### config.mk
export PLATFORM = sky130hd
export DESIGN_NAME = mem_port_ctrl
export DESIGN_NICKNAME = d
export VERILOG_FILES = /design/src/rtl/mem_port_ctrl.sv
export SDC_FILE = /design/constraint.sdc
export NUM_CORES = 1
export LEC_CHECK = 0
export BUFFER_PORTS_ARGS = -buffer_cell sky130_fd_sc_hd__clkbuf_2
export CAP_MARGIN = 15
export CORE_AREA = 3 3 122 124
export DETAILED_ROUTE_END_ITERATION = 7
export DIE_AREA = 0 0 125 127
export GPL_TIMING_DRIVEN = 0
export PLACE_DENSITY = 0.81
export SLEW_MARGIN = 5
export SYNTH_ARGS = -nofsm -noshare
export SYNTH_HDL_FRONTEND = slang
export SYNTH_SLANG_ARGS = --single-unit
### constraint.sdc
create_clock -name clk -period 1.9 [get_ports clk]
set_input_delay 0.38 -clock clk [delete_from_list [all_inputs] [get_ports clk]]
set_output_delay 0.38 -clock clk [all_outputs]
set_load 0.03 [all_outputs]
### src/rtl/mem_port_ctrl.sv
// mem_port_ctrl
//   Single-port memory controller between the multicycle cpu and dbg_mem.
//   Arbitrates fetch, load and store requests (store > load > fetch) onto one
//   memory port. Loads and fetches return data with a registered one-cycle
//   valid pulse. Stores pulse st_done. A misaligned fetch or load never
//   reaches memory and is answered with err.
//
// Ports
//   clk, rst                 clock, synchronous active-high reset
//   if_req/if_addr           fetch request      -> if_gnt, if_rvalid, if_rdata
//   ld_req/ld_addr           load request       -> ld_gnt, ld_rvalid, ld_rdata
//   st_req/st_addr/st_data/st_be  store request -> st_gnt, st_done
//   err                      pulses with rvalid for a misaligned fetch/load
//   busy                     controller not idle
//   mem_en/mem_we/mem_addr/mem_wdata/mem_be/mem_rdata  memory port
module mem_port_ctrl #(
    parameter int W       = 32,
    parameter int LATENCY = 1
) (
    input  logic           clk,
    input  logic           rst,
    input  logic           if_req,
    input  logic [W-1:0]   if_addr,
    output logic           if_gnt,
    output logic           if_rvalid,
    output logic [W-1:0]   if_rdata,
    input  logic           ld_req,
    input  logic [W-1:0]   ld_addr,
    output logic           ld_gnt,
    output logic           ld_rvalid,
    output logic [W-1:0]   ld_rdata,
    input  logic           st_req,
    input  logic [W-1:0]   st_addr,
    input  logic [W-1:0]   st_data,
    input  logic [W/8-1:0] st_be,
    output logic           st_gnt,
    output logic           st_done,
    output logic           err,
    output logic           busy,
    output logic           mem_en,
    output logic           mem_we,
    output logic [W-1:0]   mem_addr,
    output logic [W-1:0]   mem_wdata,
    output logic [W/8-1:0] mem_be,
    input  logic [W-1:0]   mem_rdata
);

    typedef enum logic [1:0] {IDLE, ACCESS, ERR} state_t;
    typedef enum logic [1:0] {K_IF, K_LD, K_ST} kind_t;

    localparam logic [3:0] LAST_CNT = 4'(LATENCY - 1);

    state_t         state, state_nx;
    kind_t          kind_q, kind_nx;
    logic [3:0]     cnt;
    logic [W-1:0]   addr_q, wdata_q;
    logic [W/8-1:0] be_q;
    logic [W-1:0]   req_addr;
    logic           grant, misaligned, last;

    always_ff @(posedge clk) begin
        if (rst) state <= IDLE;
        else     state <= state_nx;
    end

    always_comb begin
        state_nx   = state;
        kind_nx    = kind_q;
        if_gnt     = 1'b0;
        ld_gnt     = 1'b0;
        st_gnt     = 1'b0;
        req_addr   = '0;
        grant      = 1'b0;
        misaligned = 1'b0;
        mem_en     = 1'b0;
        mem_we     = 1'b0;
        last       = (cnt == LAST_CNT);
        case (state)
            IDLE: begin
                // Grants are suppressed during reset so a request is never
                // acknowledged without its latch taking effect.
                if (!rst) begin
                    if (st_req) begin
                        st_gnt   = 1'b1;
                        kind_nx  = K_ST;
                        req_addr = st_addr;
                    end else if (ld_req) begin
                        ld_gnt   = 1'b1;
                        kind_nx  = K_LD;
                        req_addr = ld_addr;
                    end else if (if_req) begin
                        if_gnt   = 1'b1;
                        kind_nx  = K_IF;
                        req_addr = if_addr;
                    end
                    grant      = st_req | ld_req | if_req;
                    misaligned = (kind_nx != K_ST) && (|req_addr[1:0]);
                    if (grant) state_nx = misaligned ? ERR : ACCESS;
                end
            end
            ACCESS: begin
                // A reset arriving in the strobe cycle cancels the write.
                mem_en = (cnt == '0) && !rst;
                mem_we = mem_en && (kind_q == K_ST);
                if (last) state_nx = IDLE;
            end
            ERR:     state_nx = IDLE;
            default: state_nx = IDLE;
        endcase
    end

    assign busy      = (state != IDLE);
    assign mem_addr  = (state == ACCESS) ? addr_q  : '0;
    assign mem_wdata = (state == ACCESS) ? wdata_q : '0;
    assign mem_be    = (state == ACCESS) ? be_q    : '0;

    always_ff @(posedge clk) begin
        if (rst) begin
            kind_q    <= K_IF;
            addr_q    <= '0;
            wdata_q   <= '0;
            be_q      <= '0;
            cnt       <= '0;
            if_rvalid <= 1'b0;
            ld_rvalid <= 1'b0;
            st_done   <= 1'b0;
            err       <= 1'b0;
            if_rdata  <= '0;
            ld_rdata  <= '0;
        end else begin
            kind_q    <= kind_nx;
            if_rvalid <= 1'b0;
            ld_rvalid <= 1'b0;
            st_done   <= 1'b0;
            err       <= 1'b0;
            if (grant) begin
                addr_q  <= {req_addr[W-1:2], 2'b00};
                wdata_q <= st_gnt ? st_data : '0;
                be_q    <= st_gnt ? st_be : '0;
                cnt     <= '0;
                // The error response is registered so it lands in the ERR cycle.
                if (misaligned) begin
                    err <= 1'b1;
                    if (ld_gnt) begin
                        ld_rvalid <= 1'b1;
                        ld_rdata  <= '0;
                    end else begin
                        if_rvalid <= 1'b1;
                        if_rdata  <= '0;
                    end
                end
            end
            if (state == ACCESS) begin
                cnt <= cnt + 4'd1;
                if (last) begin
                    case (kind_q)
                        K_IF: begin
                            if_rvalid <= 1'b1;
                            if_rdata  <= mem_rdata;
                        end
                        K_LD: begin
                            ld_rvalid <= 1'b1;
                            ld_rdata  <= mem_rdata;
                        end
                        default: st_done <= 1'b1;
                    endcase
                end
            end
        end
    end

endmodule

# == Word-level counts from Yosys, hierarchy flattened ==
# Cells that the tools add are included.
# word_totals
regBits,142
output_inout_bits,142
word_cells,104
# op_classes
reduce_logical,14
addsub,1
eq_ne,6
muxes,66
n_bitwise,5
# ops
operator,n
32-bit 2-to-1 mux,21
1-bit 2-to-1 mux,32
2-bit 2-to-1 mux,8
4-bit 2-to-1 mux,4
2-bit != test (second input constant),3
2-bit OR reduction,3
4-bit by 1-bit adder with 4-bit output (second input constant),1
2-bit by 1-bit equality test with 1-bit output (second input constant),2
2-bit logical NOT,2
4-bit logical NOT,1
2-bit case mux with 2 select lines,1
2-bit nonzero test,2
1-bit logical AND,3
1-bit NOT,3
3-bit OR reduction,1
2-bit equality test (second input constant),1
1-bit OR,2
2-bit AND reduction,1
1-bit logical NOT,1

# == Logic depth before layout (Yosys ltp) ==
# depth
depth_word,14
ltp_mapped,7

# == Worst setup path after synthesis ==
# No wires, ideal clock.
# synth_timing
path_type,register to output
from,register cnt[0]
to,output port mem_en
arrival_ps,1835
slack_ps,-315
path_stages_with_launch,7
required_ps,1520
n_path_buf,2
cell_sequence,dfxtp_1 -> inv_1 -> ha_1 -> or3b_1 -> clkbuf_1 -> clkbuf_1 -> nor3_1
# synth_between
elab_chain_len,3
# synth_rtl
item,line_no,source
from (decl),55,logic [3:0] cnt;
from (signal assigned),154,cnt <= cnt + 4'd1;
4-bit logical NOT,103,mem_en = (cnt == '0) && !rst;
1-bit logical AND,103,
1-bit 2-to-1 mux,78,case (state)
to (decl),40,"output logic mem_en,"
# Every way passes these cells.

# == Worst setup path in the final report ==
# Same ends and word-level chain as after synthesis.

==> results_dict.tcl <==
set metrics [dict create \
    status "finished with violations" \
    violations "negative setup slack" \
    grt_max_degree 17 \
    critPathLaunchType "flip-flop" \
    setup_viol 71 \
    crit_slowest_cell "or3b_4" \
    syn-instance-count 719 \
    cts_root_buffer "clkbuf_16" \
    drtAntennaViolNets 0 \
    layout_common_cells "238 x clkbuf_2, 138 x dfxtp_1, 66 x and2_4" \
    ys_warn_count 0 \
    die_y_um 127 \
    dp_slack_ns -0.760 \
    num_vias 7207 \
    drc_errors 0 \
    vias_per_cell 5.68 \
    syn_area_per_cell_um2 8.84 \
    fmax_mhz 486 \
    die_w_um 125 \
    gp_congestion 0.871 \
    p_leak_uw 0.00440 \
    crit_fanout 3 \
    firstDrtPassIters 5 \
    wl_mm 24.3 \
    critical_path_class "flip-flop to output port" \
    wl_per_cell_um 19.2 \
    hp-class "input pin to flip-flop" \
    grt_antenna_before_repair 0 \
    ios 311 \
    rows 43 \
    grt_setup_unrepaired "true" \
    min_period_ns 2.06 \
    core_um2 13900 \
    worst_pin_slew_ns 0.588 \
    clock-skew-final_ns 0.0104 \
    required_ns 1.52 \
    yosysSeqAreaShare_pct 44.7 \
    r2r-start "state[0]" \
    min_from "st_data[12]" \
    cts_made_buffers 17 \
    diodes 0 \
    slew_headroom_pct 60.8 \
    syn2layout_area_growth_pct 59.6 \
    drive_gt1_share_pct 46.3 \
    final_cell_area_um2 10100 \
    synth_cell_types 43 \
    final_core_util_pct 73.1 \
    cellPowerDensity_nw_per_um2 922 \
    grt_usage_pct 29.0 \
    cts.sinks 142 \
    grt_first_pass_wirelength_mm 37.1 \
    fin_nets 1246 \
    endpoint_kind "output port" \
    ir_drop_mv 0.795 \
    start_util_pct 45.8 \
    clkTransAtPathRegs_ns 0.06 \
    path_cells "inv_2 > ha_4 > or3b_4 > nor3_4 > buf_8" \
    crit_start "cnt[0]" \
    clock_path_buffers 2 \
    grt_pass1_vias 7066 \
    rrSetupSlack_ns 0.06 \
    drv_cap 0 \
    worst_skew_pair.late_latency_ns 0.43 \
    netlist_area_um2 6360 \
    mostFrequentLayoutCell "clkbuf_2" \
    cts_tree "done" \
    die-area_um2 15900 \
    grt.overflow.total 0 \
    power.total_uw 9350 \
    htree_levels 4 \
    drtIter0Drc 479 \
    fin_hold_ws_ns 0.168 \
    synth_top_flop_cell "dfxtp_1" \
    slowest_delay_ns 0.40 \
    setup_ws_ns -0.156 \
    slew_violations 0 \
    async_flop_share_pct 0 \
    fin_crit_sh_pct 108 \
    io_buffers 305 \
    yosys_register_bits 142 \
    dp_hpwl_mm 16.9 \
    cp_data_arrival_time_ns 1.68 \
    finalHoldViolations 0 \
    dpl_cell_area_um2 8130 \
    synth_edf_count 0 \
]
-- path summary, 6_finish.rpt --
| check | to | cells past startpoint |
|---|---|---|
| min reg2reg | ld_rdata[5] | 2 |
| max reg2reg | ld_rdata[18] | 8 |
| min | wdata_q[12] | 2 |
| max | mem_en | 5 |
-- cells in the mapped netlist (2+ instances only) --
master	n	area (um^2)
nand3_1	54	270
a21oi_1	60	300
nor3_1	3	15.0
buf_6	7	78.8
or3_1	2	12.5
nand2b_1	33	206
o31ai_1	33	248
nor4b_2	2	30.0
a221o_1	29	290
buf_2	18	90.1
nor2b_1	4	25.0
nand4_1	32	200
dfxtp_1	142	2840
ha_1	2	25.0
o21a_1	2	15.0
buf_1	6	22.5
nor4_1	2	12.5
a22o_1	16	140
and2_1	66	413
clkbuf_1	51	191
inv_1	2	7.51
o21ai_0	54	270
nor3b_1	2	15.0
nor2_1	8	30.0
nor3_2	2	20.0
buf_4	2	15.0
o211ai_1	3	22.5
and3_1	2	12.5
nand2_1	37	139
a32o_1	30	300
-- kinds of logic (layout without fill, tap and decap cells) --
kind of cell             count (synthesis)  in the layout  share of synthesized area (%)
flip-flops                             142            142                           44.7
adder cells (fa/ha/maj)                  2              2                          0.394
buffers and inverters                   88            456                           6.49
other                                    1              2                         0.0590
AND/OR/NAND/NOR                        254            254                           22.7
XOR/XNOR                                 1              1                          0.138
AO/OA/AOI/OAI                          231            231                           25.5
-- power by group --
group	internal, uW	switching [uW]
Sequential	3240	146
Combinational	1220	1500
Clock	1910	1340
-- metal layers --
metal,share of wire (%),routed length (um),global-route usage [%]
met5,0,0,0
met4,2.9,702,11.3
met3,7.4,1800,6.15
met2,50,12200,50.6
met1,40,9620,35.3
-- state kept, by name, indices dropped and copies added, names as in the netlist, 2 cells and up --
name and count:
cnt 4, if_rdata 32, be_q 4, addr_q 30
kind_q 2, wdata_q 32, ld_rdata 32, state 2
-- cell type report --
type                       instances  area, um^2
clock buffer                      21         470
sequential                       142        2850
clock inverter                    11         108
fill                            1078        3740
inverter                           4        20.0
multi-input combinational        490        3410
buffer                            80         528
timing repair buffer             340        2540
tap                              180         225
-- critical path: cells and delay by family, from the launching register on --
kind,cells,cell delay (ns)
fa+ha+maj,1,0.12
buf+inv,2,0.22
flops,1,0.32
simple gates,2,0.59
-- per-stage QoR --
step	cells	setup TNS [ns]
floorplan	720	-0.0601
global placement	1205	-40.95
detailed placement	1205	-42.86
CTS	1265	-8.96
global route	1268	-11.21
finish	1268	-6.70
-- what timing repair did --
item / CTS / global route
cloned: 6 / 0
setup endpoints to repair: 138 / 177
hold buffers: 0 / 0
resized for setup: 280 / 71
buffers inserted: 23 / 8
pin swaps: 60 / 13
(Power assumes the default switching activity.)
